<file path="src/rtl/free_list.sv">
// Physical-register free list for rename: circular buffer of free pregs
// with per-ROB-tag head checkpoints for one-cycle mispredict recovery.
`timescale 1ns/1ps
module free_list #(
   parameter int AREG_WIDTH = 5,
   parameter int PREG_WIDTH = 7,
   parameter int ROB_WIDTH  = 4
) (
   input  logic                  clk,
   input  logic                  reset,
   input  logic                  alloc_req,
   output logic                  alloc_valid,
   output logic [PREG_WIDTH-1:0] alloc_preg,
   input  logic                  free_valid,
   input  logic [PREG_WIDTH-1:0] free_preg,
   input  logic                  is_branch_dispatch,
   input  logic [ROB_WIDTH-1:0]  dispatch_tag,
   input  logic                  branch_mispredict,
   input  logic [ROB_WIDTH-1:0]  recovery_tag,
   output logic [PREG_WIDTH-1:0] free_count
);

   localparam int NUM_AREGS     = 2 ** AREG_WIDTH;
   localparam int NUM_PREGS     = 2 ** PREG_WIDTH;
   localparam int NUM_SNAPSHOTS = 2 ** ROB_WIDTH;
   localparam int DEPTH         = NUM_PREGS - NUM_AREGS;
   localparam int IDX_W         = $clog2(DEPTH);
   localparam int PTR_W         = IDX_W + 1;

   localparam logic [IDX_W-1:0] LAST_IDX  = IDX_W'(DEPTH - 1);
   localparam logic [IDX_W:0]   DEPTH_CNT = PTR_W'(DEPTH);

   // Pointers are {lap, idx}; the lap bit disambiguates full from empty
   // because DEPTH is not a power of two.
   logic [PREG_WIDTH-1:0] entries   [DEPTH];
   logic [PTR_W-1:0]      snap_head [NUM_SNAPSHOTS];
   logic [PTR_W-1:0]      head;
   logic [PTR_W-1:0]      tail;
   logic [PTR_W-1:0]      head_adv;
   logic [PTR_W-1:0]      head_next;
   logic [IDX_W-1:0]      head_idx;
   logic [IDX_W-1:0]      tail_idx;
   logic                  empty;
   logic                  full;
   logic                  alloc_fire;
   logic                  free_fire;
   logic                  snap_fire;
   logic [IDX_W:0]        count;

   function automatic logic [PTR_W-1:0] ptr_inc(input logic [PTR_W-1:0] p);
      if (p[IDX_W-1:0] == LAST_IDX)
         ptr_inc = {~p[IDX_W], {IDX_W{1'b0}}};
      else
         ptr_inc = {p[IDX_W], p[IDX_W-1:0] + 1'b1};
   endfunction

   assign head_idx = head[IDX_W-1:0];
   assign tail_idx = tail[IDX_W-1:0];
   assign empty    = (head == tail);
   assign full     = (head_idx == tail_idx) && (head[IDX_W] != tail[IDX_W]);

   // A same-cycle allocation frees the head slot, so a free into a full
   // list is legal then; recovery cancels any allocation in its cycle.
   assign alloc_fire = alloc_req && !empty && !branch_mispredict;
   assign free_fire  = free_valid && (free_preg != '0) && (!full || alloc_fire);
   assign snap_fire  = is_branch_dispatch && !branch_mispredict;

   assign head_adv  = alloc_fire ? ptr_inc(head) : head;
   assign head_next = branch_mispredict ? snap_head[recovery_tag] : head_adv;

   // Occupancy from the two pointers, modulo DEPTH with full as a special case
   always_comb begin
      count = '0;
      if (full)
         count = DEPTH_CNT;
      else if (tail_idx >= head_idx)
         count = {1'b0, tail_idx} - {1'b0, head_idx};
      else
         count = {1'b0, tail_idx} + DEPTH_CNT - {1'b0, head_idx};
   end

   assign alloc_valid = !empty;
   assign alloc_preg  = entries[head_idx];
   assign free_count  = PREG_WIDTH'(count);

   // Head/tail pointers and buffer contents; reset refills with pregs above the arch set
   always_ff @(posedge clk) begin
      if (reset) begin
         head <= '0;
         tail <= {1'b1, {IDX_W{1'b0}}};
         for (int i = 0; i < DEPTH; i++)
            entries[i] <= PREG_WIDTH'(NUM_AREGS + i);
      end else begin
         head <= head_next;
         if (free_fire) begin
            entries[tail_idx] <= free_preg;
            tail              <= ptr_inc(tail);
         end
      end
   end

   // Checkpoint the post-allocation head so it lines up with the map snapshot
   always_ff @(posedge clk) begin
      if (!reset && snap_fire)
         snap_head[dispatch_tag] <= head_adv;
   end

   // Rename must stall on empty; commit must never overfill the list
   a_alloc_empty: assert property (@(posedge clk) disable iff (reset)
      !(alloc_req && !branch_mispredict && empty))
      else $warning("free_list: alloc_req while empty ignored");

   a_free_full: assert property (@(posedge clk) disable iff (reset)
      !(free_valid && (free_preg != '0) && full && !alloc_fire))
      else $warning("free_list: free while full dropped");

endmodule
</file>
<file path="config.mk">
export PLATFORM = sky130hd
export DESIGN_NAME = free_list
export DESIGN_NICKNAME = d
export VERILOG_FILES = /design/src/rtl/free_list.sv
export SDC_FILE = /design/constraint.sdc
export NUM_CORES = 2
export LEC_CHECK = 0
export CAP_MARGIN = 20
export CORE_MARGIN = 5
export CORE_UTILIZATION = 50
export CTS_CLUSTER_DIAMETER = 30
export DETAILED_ROUTE_END_ITERATION = 16
export PLACE_DENSITY = 0.66
export REMOVE_ABC_BUFFERS = 1
export SYNTH_ARGS = -nofsm -noshare
export SYNTH_HDL_FRONTEND = slang
export SYNTH_SLANG_ARGS = --single-unit
</file>
<file path="constraint.sdc">
create_clock -name clk -period 9.55 [get_ports clk]
set_input_delay 1.91 -clock clk [delete_from_list [all_inputs] [get_ports clk]]
set_output_delay 1.91 -clock clk [all_outputs]
set_load 0.02 [all_outputs]
</file>
==> summary.txt <==
Initial core utilization - 0.501
Startpoint Class - flip-flop
Global-route wire length before repair - 181,000 um
Final Critical Period - 7.11 ns
Initial antenna violation count - 1
Vias post-DR - 27.0k
Clock transition at path regs - 0.05 ns
Final Hold Fails - 0
Gates resized, CTS repair - 0
Die height - 310 um
H-tree depth - 4
Critical path class - reg -> out
Drt first pass iters - 8
Top post-synthesis cells by count - edfxtp_1, nor2_1, nand2_1, mux4_2, clkbuf_1
Synth area leaders - edfxtp_1, mux4_2, nor2_1
1st-iter DRT viols - 3,118
Syn Inst Count - 2,908
CP arrival - 5.20 ns
Max Cap Viol - 0
# clock sinks - 1,040
ANT nets after route - 0
Crit-path cells - buf_12 > mux4_2 > a221oi_1 > o21ai_0 > nor4_1 > nor2_1 > clkdlybuf4s50_1
CP required - 7.64 ns
Max-slew violations - 0
Clk buf depth - 3
Routed WL - 123,000 um
Post-synth EDFFs - 1,024
DPL Wire Length - 72,600 um
Final core occ - 0.588
Slowest stage delay, CP - 0.91 ns
IO Pins - 36
# DRC - 0
Power Total - 0.0126 W
Synthesized area per cell - 15.4 um2
Min-delay worst type - reg -> reg
Final instance count without filler cells - 4,302
Skew final - 0.0350 ns
Port Buffers - 35
Worst-Margin Slew - 1.10 ns
Postcts setup bufs - 0
Worst path slowest cell - dfxtp_4
Syn Std Cell Area - 44,900 um2
Synth-to-layout area growth - 17.3%
Total CTS buffers - 181
TritonCTS clock tree - done
CTS root buf - clkbuf_16
Yosys reg bits - 1,040
Most common flop cell mapped by yosys - edfxtp_1
Grt total ovfl - 0
Core area - 89,600 um2
Cell accounting for the most synthesized area - edfxtp_1
FMAX - 141 MHz
Die Width - 310 um
Number of hold buffers added after CTS - 0
Largest fanout on the critical path - 40
GP Congestion - 0.870
Crit end category - output pin
Status - completed
Sequential share of the synthesized area - 0.692
Cell area power density - 240 nW/um2
Final number of setup-violating endpoints - 0
RSZ-0062 raised after global routing - no
Post-synth top area share - 0.685
Worst slew margin - 0.267
Total die area - 95,900 um2
# rows - 110
Wire per inst - 28.6 um
Gr usage total - 0.258
Largest net degree at the start of global routing - 112
Placed insts - 3,960
Synth unique cells - 49
Ys Warns - 0
Final period utilization - 0.745
Top-count cell post-synth - edfxtp_1
Final Net Count - 3,013
Share of post-route cells with drive strength above 1 - 0.225
Vias per cell - 6.28
Vias in the first global route - 28.0k
Ys async rst share - 0
Leak - 16.6 nW
Final hold slack - 0.599 ns
Clock latency on the worst-skew pair - 0.77 ns
VDD IR-drop max - 0.000193 V
## worst paths after layout
| path | slack [ns] | endpoint | depth (start not counted) | from |
|---|---|---|---|---|
| setup reg to reg | 4.26 | entries[28][1]$_SDFFCE_PN0P_ | 9 | head[1]$_SDFF_PP0_ |
| hold / removal | 0.60 | tail[7]$_SDFFE_PP1P_ | 2 | tail[7]$_SDFFE_PP1P_ |
| setup / recovery | 2.44 | alloc_preg[2] | 7 | head[0]$_SDFF_PP0_ |
| hold reg to reg | 0.60 | tail[7]$_SDFFE_PP1P_ | 2 | tail[7]$_SDFFE_PP1P_ |
## routing by layer
layer  track usage  share of wire  routed length [um]
met3        0.0720           0.11               13700
met2         0.404           0.47               57700
met4         0.111          0.046                5710
met1         0.343           0.37               45700
met5             0       0.000098                  12
## area by class of cell
class,instances,area [um2]
inverter,17,63.8
multi-input combinational,1631,12800
tap,1176,1470
clock inverter,133,1650
clock buffer,203,4720
antenna,1,2.50
sequential,1040,31100
timing repair buffer,101,853
fill,6606,36900
## state kept, by name, indices dropped and copies added, names as in the netlist
signal     count
tail           8
snap_head    128
head           8
entries      896
## cell usage in the layout (no fill, tap or decap), drive strengths merged, types with 16 or more instances in the layout
master / n
edfxtp: 1024
nor3: 16
mux4: 260
clkinv: 75
clkdlybuf4s50: 26
dfxtp: 16
clkbuf: 203
buf: 75
nand3: 18
a22oi: 86
inv: 26
clkinvlp: 21
a21o: 97
nor2: 466
bufinv: 28
o21ai: 20
mux2i: 31
nand2: 459
a21oi: 50
nor4: 17
## stage by stage
step	worst slack, ns	instance area [um2]	setup TNS, ns
3_5_place_dp	3.29	46200	0
4_1_cts	2.47	52600	0
3_3_place_gp	3.26	46200	0
6_report	2.44	52700	0
2_1_floorplan	-4.25	43900	-5308.04
5_1_grt	2.28	52700	0
## where the power goes
part	switching (W)	internal [W]	leakage [nW]	total, W
sequential	0.0000477	0.00511	9.38	0.00516
combinational	0.000527	0.000312	4.19	0.000839
clock	0.00229	0.00433	3.05	0.00662
total	0.00286	0.00976	16.6	0.0126
## cell families after synthesis
family	Yosys count	share of synthesized area
muxes	291	0.137
adders and majority gates	20	0.00658
DFF	1040	0.692
AOI/OAI and AO/OA	283	0.0441
and+or+nand+nor	1020	0.0923
buffers and inverters	237	0.0246
xor gates and xnor gates	17	0.00332
## worst max-delay path: cells and delay by family (launching register included)
kind            cells  cell delay (ns)
flops               1             0.91
mux                 1             0.56
simple gates        2             1.17
compound gates      2             0.76
buf+inv             2             1.00
No activity file was read; power rests on OpenSTA's default activity.
